==> config.mk <==
export PLATFORM = sky130hd
export DESIGN_NAME = fifo_wr_arbiter
export DESIGN_NICKNAME = d
export VERILOG_FILES = /design/src/rtl/fifo_wr_arbiter.sv
export SDC_FILE = /design/constraint.sdc
export NUM_CORES = 1
export LEC_CHECK = 0
export CORE_MARGIN = 2
export CORE_UTILIZATION = 23
export DETAILED_ROUTE_END_ITERATION = 10
export PLACE_DENSITY = 0.77
export SLEW_MARGIN = 5
export SYNTH_ARGS = -nofsm -noshare
export SYNTH_HDL_FRONTEND = slang
export SYNTH_SLANG_ARGS = --single-unit
==> constraint.sdc <==
create_clock -name clk -period 1.5 [get_ports clk]
set_input_delay 0.3 -clock clk [delete_from_list [all_inputs] [get_ports clk]]
set_output_delay 0.3 -clock clk [all_outputs]
set_load 0.02 [all_outputs]
==> src/rtl/fifo_wr_arbiter.sv <==
// -----------------------------------------------------------------------------
// fifo_wr_arbiter
//
// Round-robin arbiter sharing one async_fifo write port between NUM_REQ
// requesters. A grant is held from the first beat of a packet until its last
// beat, so packets are never interleaved in the FIFO. Runs entirely in the
// FIFO write clock domain.
//
// Optional feature macro: ARB_MAX_BURST_EN
//   When defined, a grant is also released after MAX_BURST beats even without
//   last (streaming mode, packet atomicity is lost). When undefined, the beat
//   counter is not built and release happens only on last.
//
// Ports:
//   clk           in   write-domain clock (FIFO wclk)
//   rst_n         in   asynchronous active-low reset
//   req_valid_i   in   [NUM_REQ]           per-requester beat valid
//   req_data_i    in   [NUM_REQ*DATA_LEN]  requester k at [k*DATA_LEN +: DATA_LEN]
//   req_last_i    in   [NUM_REQ]           final beat of packet (qualified by valid)
//   req_ready_o   out  [NUM_REQ]           beat accepted when valid && ready
//   fifo_full_i   in                       FIFO full
//   fifo_wen_o    out                      FIFO write_en
//   fifo_wdata_o  out  [DATA_LEN]          FIFO data_in
//   grant_o       out  [NUM_REQ]           one-hot current owner, 0 when idle
//   grant_id_o    out  [IDW]               index of current owner, 0 when idle
//   busy_o        out                      a grant is held
// -----------------------------------------------------------------------------
module fifo_wr_arbiter #(
    parameter int NUM_REQ   = 4,
    parameter int DATA_LEN  = 32,
    parameter int MAX_BURST = 16,
    localparam int IDW      = $clog2(NUM_REQ)
) (
    input  logic                         clk,
    input  logic                         rst_n,
    input  logic [NUM_REQ-1:0]           req_valid_i,
    input  logic [NUM_REQ*DATA_LEN-1:0]  req_data_i,
    input  logic [NUM_REQ-1:0]           req_last_i,
    output logic [NUM_REQ-1:0]           req_ready_o,
    input  logic                         fifo_full_i,
    output logic                         fifo_wen_o,
    output logic [DATA_LEN-1:0]          fifo_wdata_o,
    output logic [NUM_REQ-1:0]           grant_o,
    output logic [IDW-1:0]               grant_id_o,
    output logic                         busy_o
);

    // Elaboration-time range checks on the configuration.
    if (NUM_REQ < 2 || NUM_REQ > 8) begin : g_bad_num_req
        $error("fifo_wr_arbiter: NUM_REQ must be 2..8");
    end
    if (MAX_BURST < 1 || MAX_BURST > 256) begin : g_bad_max_burst
        $error("fifo_wr_arbiter: MAX_BURST must be 1..256");
    end

    typedef enum logic {
        IDLE = 1'b0,
        LOCK = 1'b1
    } state_t;

    state_t               state_q,    state_d;
    logic [IDW-1:0]       grant_id_q, grant_id_d;
    logic [IDW-1:0]       last_id_q,  last_id_d;
    logic [NUM_REQ-1:0]   grant_q,    grant_d;

    logic                 xfer;
    logic                 release_now;
    logic                 burst_done;
    logic                 pick_vld;
    logic [IDW-1:0]       pick_id;
    logic [IDW-1:0]       cand;

`ifdef ARB_MAX_BURST_EN
    logic [7:0]           cnt_q, cnt_d;

    assign burst_done = (cnt_q == 8'(MAX_BURST - 1));
`else
    assign burst_done = 1'b0;
`endif

    // A beat moves only in LOCK, from the granted requester, while not full.
    assign xfer        = (state_q == LOCK) && req_valid_i[grant_id_q] && !fifo_full_i;
    assign release_now = xfer && (req_last_i[grant_id_q] || burst_done);

    // Round-robin search: first valid requester after last_id, wrapping.
    // i runs 1..NUM_REQ so last_id itself is considered last.
    always_comb begin
        pick_vld = 1'b0;
        pick_id  = '0;
        cand     = '0;
        for (int unsigned i = 1; i <= NUM_REQ; i++) begin
            cand = IDW'((32'(last_id_q) + i) % 32'(NUM_REQ));
            if (!pick_vld && req_valid_i[cand]) begin
                pick_vld = 1'b1;
                pick_id  = cand;
            end
        end
    end

    // Next-state logic.
    always_comb begin
        state_d    = state_q;
        grant_id_d = grant_id_q;
        last_id_d  = last_id_q;
        grant_d    = grant_q;
`ifdef ARB_MAX_BURST_EN
        cnt_d      = cnt_q;
`endif
        case (state_q)
            IDLE: begin
                if (pick_vld) begin
                    state_d    = LOCK;
                    grant_id_d = pick_id;
                    grant_d    = NUM_REQ'(1) << pick_id;
`ifdef ARB_MAX_BURST_EN
                    cnt_d      = '0;
`endif
                end
            end
            LOCK: begin
`ifdef ARB_MAX_BURST_EN
                if (xfer) begin
                    cnt_d = cnt_q + 8'd1;
                end
`endif
                // grant_id is cleared on release so grant_id_o reads 0 when
                // idle; the owner is remembered in last_id for the next search.
                if (release_now) begin
                    state_d    = IDLE;
                    last_id_d  = grant_id_q;
                    grant_id_d = '0;
                    grant_d    = '0;
                end
            end
            default: begin
                state_d    = IDLE;
                grant_id_d = '0;
                grant_d    = '0;
            end
        endcase
    end

    // All FSM state and registered outputs.
    always_ff @(posedge clk or negedge rst_n) begin
        if (!rst_n) begin
            state_q    <= IDLE;
            grant_id_q <= '0;
            last_id_q  <= IDW'(NUM_REQ - 1);
            grant_q    <= '0;
`ifdef ARB_MAX_BURST_EN
            cnt_q      <= '0;
`endif
        end else begin
            state_q    <= state_d;
            grant_id_q <= grant_id_d;
            last_id_q  <= last_id_d;
            grant_q    <= grant_d;
`ifdef ARB_MAX_BURST_EN
            cnt_q      <= cnt_d;
`endif
        end
    end

    // Ready depends only on registered grant and full, never on valid.
    always_comb begin
        req_ready_o = '0;
        if (state_q == LOCK) begin
            req_ready_o[grant_id_q] = !fifo_full_i;
        end
    end

    assign fifo_wen_o   = xfer;
    assign fifo_wdata_o = req_data_i[int'(grant_id_q) * DATA_LEN +: DATA_LEN];
    assign grant_o      = grant_q;
    assign grant_id_o   = grant_id_q;
    assign busy_o       = (state_q == LOCK);

endmodule
# Word level (Yosys, flattened, before mapping)
# Cells that the tools add are included.
# op_classes
n_addsub,4
mul,0
div_mod_pow,0
order_cmp,6
eq_ne,2
n_shift,2
n_mux,32
bitwise,2
reduce_logical,13
# ops
op,n
128-bit by 8-bit indexed part select with 32-bit output,1
2-bit by 3-bit less-than comparator with 1-bit output (second input constant),5
1-bit two-way mux,13
1-bit binary-select mux with 2-bit select,6
2-bit two-way mux,6
4-bit two-way mux,3
4-bit case mux with 2 select lines,1
1-bit logical AND,7
2-bit by 1-bit adder with 2-bit output (second input constant),2
2-bit adder (second input constant),2
4-bit bitwise AND,1
1-bit zero test,4
2-bit case mux with 2 select lines,1
2-bit AND reduction,2
1-bit by 2-bit left shift with 4-bit output (first input constant),1
1-bit demux with 2-bit select,1
2-bit by 1-bit greater-or-equal comparator with 1-bit output (second input constant),1
2-bit by 1-bit inequality test with 1-bit output (second input constant),1
2-bit inequality test (second input constant),1
1-bit case mux with 2 select lines,1
1-bit NOT,1
# word_totals
ff_bits,9
latch_bits,0
ramBits,0
mem_bits_ro,0
word_cells,65
n_memories,0

# Logic depth before layout (Yosys ltp)
# Gate-level depths: netlist of the first run.
# depth
ltp_word,16
ltp_mapped,5

# Worst setup path before layout of the first run
# No wires, ideal clock.
# synth_timing
path_type,flip-flop to output port
from,"register grant_id_q[0], in the netlist grant_id_o[0]"
to,output port fifo_wdata_o[16]
t_arrival_ns,1.438
path_slack_ns,-0.238
path_stages_with_launch,5
n_path_buf,3
cell_sequence,dfrtp_1 buf_6 buf_12 buf_12 mux4_2
# synth_between
elab_chain_cells,1
# synth_lines
item,line_no,rtl
start: declaration,62,"logic [IDW-1:0] grant_id_q, grant_id_d;"
start signal: assignment,155,grant_id_q <= grant_id_d;
128-bit by 8-bit indexed part select with 32-bit output,173,assign fifo_wdata_o = req_data_i[int'(grant_id_q) * DATA_LEN +: DATA_LEN];
end: declaration,42,"output logic [DATA_LEN-1:0] fifo_wdata_o,"
# Every way passes these cells.

# Final worst setup path of the first run
# layout_timing
from,"register grant_id_q[0], in the netlist grant_id_o[0]"
to,output port fifo_wdata_o[25]
# Same word-level chain as after synthesis.

==> results.json, run 1 <==
{
  "status": "finished, violations left",
  "violations": "setup timing",
  "netlist_area_sq_mm": 0.00142,
  "cts_buffers": 3,
  "antenna_found_initial": 1,
  "fin_area_sq_mm": 0.00362,
  "layout_common_cells": "clkdlybuf4s50_1 (133), mux4_2 (30), buf_6 (27)",
  "synthCells": 101,
  "syn_nets": 240,
  "crit_fanout": 5,
  "yosysSeqAreaShare": 0.160,
  "max_freq_ghz": 0.529,
  "cp-endpoint": "fifo_wdata_o[25]",
  "cp_data_arrival_time_ps": 1590,
  "timing_worst_slew_pin_value_ps": 416,
  "clk_pin_slew_worst_paths_ps": 50,
  "critPathCaptureType": "primary output",
  "finalWorstSetupSlack_ps": -392,
  "clk-insertion-delay-late_ps": 230,
  "layout.nets": 447,
  "gp_congestion": 0.803,
  "cts_tree": "yes",
  "dp_hpwl_um": 5870,
  "crit_path_start": "grant_id_o[0]",
  "core_area_sq_mm": 0.00596,
  "r2r_cells": 6,
  "vias": 1857,
  "pin_count": 183,
  "routed_wl_um": 7200,
  "fp.dieH_um": 82.7,
  "synth_enable_flop_cells": 0,
  "rows": 28,
  "r2r-start": "grant_id_o[1]",
  "final_cells": 383,
  "ir_drop_uv": 903,
  "ys_warn_count": 0,
  "critPathRequiredTime_ps": 1200,
  "vias_per_cell": 4.85,
  "cap_violations": 0,
  "r2r_end": "grant_o[1]",
  "grt_pass1_vias": 1986,
  "avgSynthCellArea_sq_um": 14.1,
  "dieArea_sq_mm": 0.00684,
  "final_common_cell": "clkdlybuf4s50_1",
  "detail-route-antenna-nets": 0,
  "startpoint_type": "register",
  "port_buffers": 182,
  "finalSetupViolCount": 41,
  "final.setup.tns_ps": -11820,
  "ys_types": 34,
  "synth_seq_cells": 9,
  "reg2reg_setup_slack_ps": -80,
  "clockBufferDepth": 2,
  "dr.pass1.iters": 4,
  "die_width_um": 82.7,
  "syn_to_final_growth_pct": 154,
  "drive_gt1_frac": 0.391,
  "synthArstFlopShare": 1.00,
  "post-route-period-util": 1.26,
  "ctsRootBufferMaster": "clkbuf_8",
  "skew_ps": 3.16,
  "grt_first_pass_wirelength_um": 10400,
  "rsz0062_at_grt": "yes",
  "drc": 0,
  "clock-sinks": 9,
  "drt_iter0_markers": 31,
  "wl_per_cell_um": 18.8,
  "hold_viol_final": 0,
  "numPlacedInstances": 366,
  "fin_crit_ps": 1890,
  "whs_ps": 368,
  "powerDensity_mw_per_mm2": 1490,
  "htreeDepth": 1,
  "hold_class": "in -> async",
  "grt_max_degree": 21,
  "overflow": 0,
  "grt_use_total": 0.204,
  "max-slew-margin-rel": 0.722,
  "maxSlewViolCount": 0,
  "setup.worst_path.class": "reg -> out",
  "dpl_cell_area_sq_mm": 0.00342,
  "cellLeakagePower_nw": 1.46,
  "initial_core_util": 0.239,
  "synth_ff_type": "dfrtp_1"
}
power breakdown:
part	internal [mW]	switching, mW	total, mW
Clock	0.186	0.100	0.286
Sequential	0.379	0.132	0.512
Combinational	2.59	2.02	4.61
Total	3.16	2.25	5.41
timing repair:
item / 4_1_cts / 5_1_grt
hold buffers: 0 / 0
endpoints found under the setup margin: 51 / 48
setup buffers: 10 / 1
resized for setup: 197 / 45
cloned: 2 / 1
pin swaps: 8 / 2
stage by stage:
stage,power (mW),utilization,setup WS (ps)
2_1_floorplan,2.90,-,-183
3_3_place_gp,4.67,0.575,-728
3_5_place_dp,4.72,0.575,-729
4_1_cts,5.08,0.584,-425
5_1_grt,5.75,0.608,-448
6_report,5.41,0.608,-392
synthesized netlist by cell type, types with 2 or more instances:
| cell | number | area share |
|---|---|---|
| nor2_1 | 5 | 0.013 |
| nand3_1 | 4 | 0.014 |
| nor3_1 | 2 | 0.0070 |
| mux4_1 | 6 | 0.11 |
| dfrtp_1 | 7 | 0.12 |
| a22o_1 | 2 | 0.012 |
| nand2b_1 | 4 | 0.018 |
| a21o_1 | 4 | 0.021 |
| nand2_1 | 5 | 0.013 |
| a32o_1 | 2 | 0.014 |
| buf_2 | 5 | 0.018 |
| o211ai_1 | 2 | 0.011 |
| mux4_2 | 27 | 0.43 |
| buf_12 | 2 | 0.028 |
| nand3b_1 | 2 | 0.011 |
| dfstp_2 | 2 | 0.037 |
| o21ai_0 | 3 | 0.011 |
cell type report:
| class | count | area (sq um) |
|---|---|---|
| diodes | 1 | 2.50 |
| multi-input cells | 82 | 1130 |
| clock buffers | 4 | 45.0 |
| fillers | 499 | 2330 |
| inverters | 1 | 16.3 |
| well taps | 75 | 93.8 |
| flip-flops and latches | 9 | 230 |
| repair buffers | 211 | 2100 |
critical path, cell delays in order (launching register included):
cell and delay, ps:
dfrtp_2 430, buf_6 140, clkbuf_16 140, mux4_2 500
buf_6 150
state kept, by name, indices dropped and copies added, names as in the netlist:
register    count
busy_o          1
grant_o         4
grant_id_o      2
last_id_q       2
cells by family after synthesis:
kind of cell / after synthesis / synth area share
buffers and inverters: 10 / 0.0615
flip-flops: 9 / 0.160
multiplexers: 35 / 0.553
AO/OA/AOI/OAI: 22 / 0.137
AND/OR/NAND/NOR: 25 / 0.0888
how the worst min path moves through the flow:
stage	startpoint	cells after the start	slack (ps)	endpoint
floorplan	rst_n	0	4	busy_o
global placement	grant_o[0]	1	480	grant_o[0]
detailed placement	grant_o[1]	1	480	grant_o[1]
CTS	rst_n	1	390	grant_o[1]
global route	rst_n	1	410	busy_o
finish	rst_n	1	370	grant_o[0]
per-layer routing:
metal  track usage  share of wire
met1         0.229           0.36
met2         0.385           0.52
met3        0.0380          0.081
met4        0.0623          0.031
met5             0              0
No activity file was read; power rests on OpenSTA's default activity.
==> run 2, diff against run 1 <==
- RECOVER_POWER: default -> 50
==> results.json, run 2 (synthesized netlist as in run 1, its figures left out) <==
{
  "cpPeakStageDelay_ps": 500,
  "die_width_um": 82.7,
  "power.total_mw": 5.41,
  "critPathCaptureType": "primary output",
  "drt_iter0_markers": 31,
  "crit_path_frequent_cell": "buf_6",
  "pin_count": 183,
  "clk-insertion-delay-late_ps": 230,
  "drc": 0,
  "critPathRequiredTime_ps": 1200,
  "numPlacedInstances": 366,
  "cap_violations": 0,
  "r2r-start": "grant_id_o[1]",
  "slowest_stage": "mux4_2",
  "max-slew-margin-rel": 0.718,
  "skew_ps": 3.16,
  "r2r_cells": 6,
  "utilization": 0.608,
  "syn_to_final_growth_pct": 154,
  "fin_crit_ps": 1890,
  "reg2reg_setup_slack_ps": -80,
  "path_cells": "buf_6 -> clkbuf_16 -> mux4_2 -> buf_6",
  "grt_use_total": 0.204,
  "maxSlewViolCount": 0,
  "dp_hpwl_um": 5870,
  "grt_first_pass_wirelength_um": 10400,
  "grt_max_degree": 21,
  "antenna_found_initial": 1,
  "cellLeakagePower_nw": 1.46,
  "startpoint_type": "register",
  "pre_cts_slack_ps": -729,
  "powerDensity_mw_per_mm2": 1490,
  "layout_common_cells": "clkdlybuf4s50_1 (132), mux4_2 (30), buf_6 (27)",
  "clockBufferDepth": 2,
  "finalSetupViolCount": 41,
  "dr.pass1.iters": 4,
  "post-route-period-util": 1.26,
  "wl_per_cell_um": 18.8,
  "layout.nets": 447,
  "cts_hold_buffers": 0,
  "vias_per_cell": 4.85,
  "clk_pin_slew_worst_paths_ps": 50,
  "gp_congestion": 0.803,
  "clock-sinks": 9,
  "initial_core_util": 0.239,
  "grt_pass1_vias": 1986,
  "timing_worst_slew_pin_value_ps": 421,
  "routed_wl_um": 7200,
  "detail-route-antenna-nets": 0,
  "cp_data_arrival_time_ps": 1590,
  "cts_buffers": 3,
  "max_freq_ghz": 0.529,
  "status": "finished, violations left",
  "ctsRootBufferMaster": "clkbuf_8",
  "hold_class": "in -> async",
  "rsz0062_at_grt": "yes",
  "port_buffers": 182,
  "fp.dieH_um": 82.7,
  "vias": 1857,
  "cts_tree": "yes",
  "htreeDepth": 1,
  "overflow": 0,
  "crit_fanout": 5,
  "rows": 28,
  "setup.worst_path.class": "reg -> out",
  "whs_ps": 438,
  "ir_drop_uv": 903,
  "r2r_end": "grant_o[1]",
  "violations": "setup timing",
  "final_cells": 383,
  "n_fill_cell": 499,
  "drive_gt1_frac": 0.391,
  "final_common_cell": "clkdlybuf4s50_1",
  "hold_viol_final": 0,
  "dieArea_sq_mm": 0.00684,
  "finalWorstSetupSlack_ps": -392,
  "largest_reg_flops": 4,
  "core_area_sq_mm": 0.00596
}
run 2: cell count changes in the layout (fill, tap and decap cells not counted), sizes merged:
cell           delta
clkdlybuf4s50     -1
dlygate4sd3       +1
run 2: layout make-up:
cell class,count,area [sq um],area share
timing repair buffer,211,2100,0.580
multi-input combinational,82,1130,0.313
sequential,9,230,0.0635
tap,75,93.8,0.0259
clock buffer,4,45.0,0.0124
inverter,1,16.3,0.00449
antenna,1,2.50,0.000691
run 2: worst max-delay path by stage:
stage	startpoint	to	slack (ps)	cells past startpoint
floorplan	grant_id_o[0]	fifo_wdata_o[16]	-180	4
global placement	req_valid_i[3]	fifo_wen_o	-730	4
detailed placement	req_valid_i[3]	fifo_wen_o	-730	4
CTS	grant_id_o[0]	fifo_wdata_o[18]	-430	4
global route	grant_id_o[0]	fifo_wdata_o[18]	-450	4
finish	grant_id_o[0]	fifo_wdata_o[25]	-390	4
run 2: critical path: cells and delay by family, from the launching register on:
family | cells | cell delay (ps)
buf+inv | 3 | 430
flops | 1 | 430
mux | 1 | 500
run 2: what timing repair did:
item / in CTS / in global routing
pin swaps: 8 / 2
endpoints found under the setup margin: 51 / 48
cloned: 2 / 1
resized for setup: 197 / 45
setup buffers: 10 / 1
run 2: where the power goes:
group / internal (mW) / switching (mW) / total (mW) / leakage, nW
clock: 0.186 / 0.100 / 0.286 / 0.0228
sequential: 0.379 / 0.132 / 0.512 / 0.107
combinational: 2.59 / 2.02 / 4.61 / 1.33
run 2: per-layer routing:
| metal | track usage | wire [um] | vias up |
|---|---|---|---|
| li1 | - | - | 855 |
| met1 | 0.229 | 2610 | 897 |
| met2 | 0.385 | 3780 | 91 |
| met3 | 0.0380 | 585 | 14 |
| met4 | 0.0623 | 223 | 0 |
| met5 | 0 | 0 | - |
run 2: per-stage QoR:
step                      area (sq um)  TNS, ps
final                             3620   -11820
after global routing              3620   -14520
after CTS                         3480   -12610
after detailed placement          3420   -22590
after global placement            3420   -21930
after floorplan                   1440    -4750
==> run 3, diff against run 2 <==
- SETUP_SLACK_MARGIN: default -> 0.4
- SKIP_LAST_GASP: default -> 1
==> results.json, run 3 (synthesized netlist as in run 1, its figures left out) <==
{
  "setup.worst_path.class": "reg -> out",
  "dr.pass1.iters": 4,
  "fin_crit_ps": 1860,
  "syn_to_final_growth_pct": 162,
  "crit_family": "buffers and inverters",
  "vias": 1881,
  "crit_fanout": 5,
  "clk_pin_slew_worst_paths_ps": 50,
  "dieArea_sq_mm": 0.00684,
  "dp_hpwl_um": 5610,
  "skew_ps": 2.22,
  "hold_class": "in -> async",
  "violations": "setup timing",
  "switchingPower_mw": 2.31,
  "drc": 0,
  "rows": 28,
  "htreeDepth": 1,
  "slowest_stage": "mux4_2",
  "cts_hold_buffers": 0,
  "fp.dieH_um": 82.7,
  "finalSetupViolCount": 47,
  "fin_area_sq_mm": 0.00372,
  "layout_common_cells": "clkdlybuf4s50_1 (135), mux4_2 (33), buf_4 (31)",
  "status": "finished, violations left",
  "pin_count": 183,
  "finalWorstSetupSlack_ps": -362,
  "dpl_cell_area_sq_mm": 0.00347,
  "largest_reg_flops": 4,
  "cpPeakStageDelay_ps": 470,
  "drive_gt1_frac": 0.439,
  "crit_buf_inv": 3,
  "clockBufferDepth": 2,
  "grt_use_total": 0.190,
  "p_int_mw": 3.40,
  "vias_per_cell": 4.84,
  "cts_buffers": 3,
  "cp_data_arrival_time_ps": 1560,
  "power_frac_seq": 0.086,
  "initial_core_util": 0.239,
  "startpoint_type": "register",
  "port_buffers": 182,
  "grt_max_degree": 22,
  "wl_per_cell_um": 18.0,
  "powerDensity_mw_per_mm2": 1530,
  "clock-sinks": 9,
  "drt_iter0_markers": 38,
  "layout.nets": 454,
  "switching_share": 0.404,
  "ir_drop_uv": 1210,
  "grt_pass1_vias": 1908,
  "hold_viol_final": 0,
  "routed_wl_um": 7000,
  "path_cells": "buf_4 -> clkbuf_16 -> mux4_2 -> buf_2",
  "critPathCaptureType": "primary output",
  "ctsRootBufferMaster": "clkbuf_8",
  "crit_path_start": "grant_id_o[0]",
  "gp_congestion": 0.826,
  "clkPwrFrac": 0.049,
  "clk-insertion-delay-late_ps": 230,
  "cap_violations": 0,
  "core_area_sq_mm": 0.00596,
  "die_width_um": 82.7,
  "reg2reg_setup_slack_ps": -210,
  "critPathRequiredTime_ps": 1200,
  "max_freq_ghz": 0.537,
  "post-route-period-util": 1.24,
  "timing_worst_slew_pin_value_ps": 398,
  "max-slew-margin-rel": 0.734,
  "grt_first_pass_wirelength_um": 9740,
  "maxSlewViolCount": 0,
  "antennaDiodeCount": 0,
  "p_comb_frac": 0.865,
  "detail-route-antenna-nets": 0,
  "cts_tree": "yes",
  "cellLeakagePower_nw": 1.48,
  "antenna_found_initial": 0,
  "r2r-start": "grant_id_o[0]",
  "final_common_cell": "clkdlybuf4s50_1",
  "overflow": 0,
  "whs_ps": 433,
  "rsz0062_at_grt": "yes"
}
==> run 3: path summary, 6_finish.rpt <==
check / end / depth (start not counted)
setup reg to reg: grant_id_o[0] / 6
min in group clk: last_id_q[0] / 2
max in group asynchronous: last_id_q[0] / 1
hold reg to reg: last_id_q[0] / 2
setup / recovery: fifo_wdata_o[25] / 4
hold / removal: grant_o[2] / 1
==> run 3: metal layers <==
layer  track usage  vias to the layer above  routed length (um)
met2         0.364                       88                3720
met4        0.0639                        0                 225
met1         0.193                      904                2300
met5             0                        -                   0
met3        0.0598                       16                 752
li1              -                      873                   -
==> run 3: area by class of cell <==
cell class	count	area, sq um
Sequential cell	9	230
Inverter	1	11.3
Fill cell	493	2230
Tap cell	75	93.8
Timing Repair Buffer	218	2190
Multi-Input combinational cell	82	1150
Clock buffer	4	45.0
==> run 3: stage by stage <==
stage | TNS [ps] | util | setup slack, ps | power [mW] | instances
final | -13180 | 0.625 | -362 | 5.71 | 389
after global routing | -15520 | 0.625 | -414 | 6.05 | 389
after CTS | -12890 | 0.606 | -360 | 5.50 | 382
after detailed placement | -22550 | 0.582 | -708 | 4.79 | 366
after global placement | -21950 | 0.582 | -687 | 4.76 | 366
after floorplan | -4830 | - | -183 | 2.98 | 101
==> run 3: power groups by stage <==
stage               Clock (mW)  Sequential, mW  Combinational [mW]
floorplan                    0           0.591                2.39
global placement             0           0.500                4.26
detailed placement           0           0.503                4.28
CTS                      0.289           0.482                4.72
global route             0.308           0.508                5.24
finish                   0.278           0.492                4.94
==> run 3: repair_timing <==
action,CTS,global route
endpoints found under the setup margin,53,52
setup buffers,9,6
pin swaps,6,5
hold endpoints to repair,0,0
gates resized for setup,243,14
gates cloned,3,1
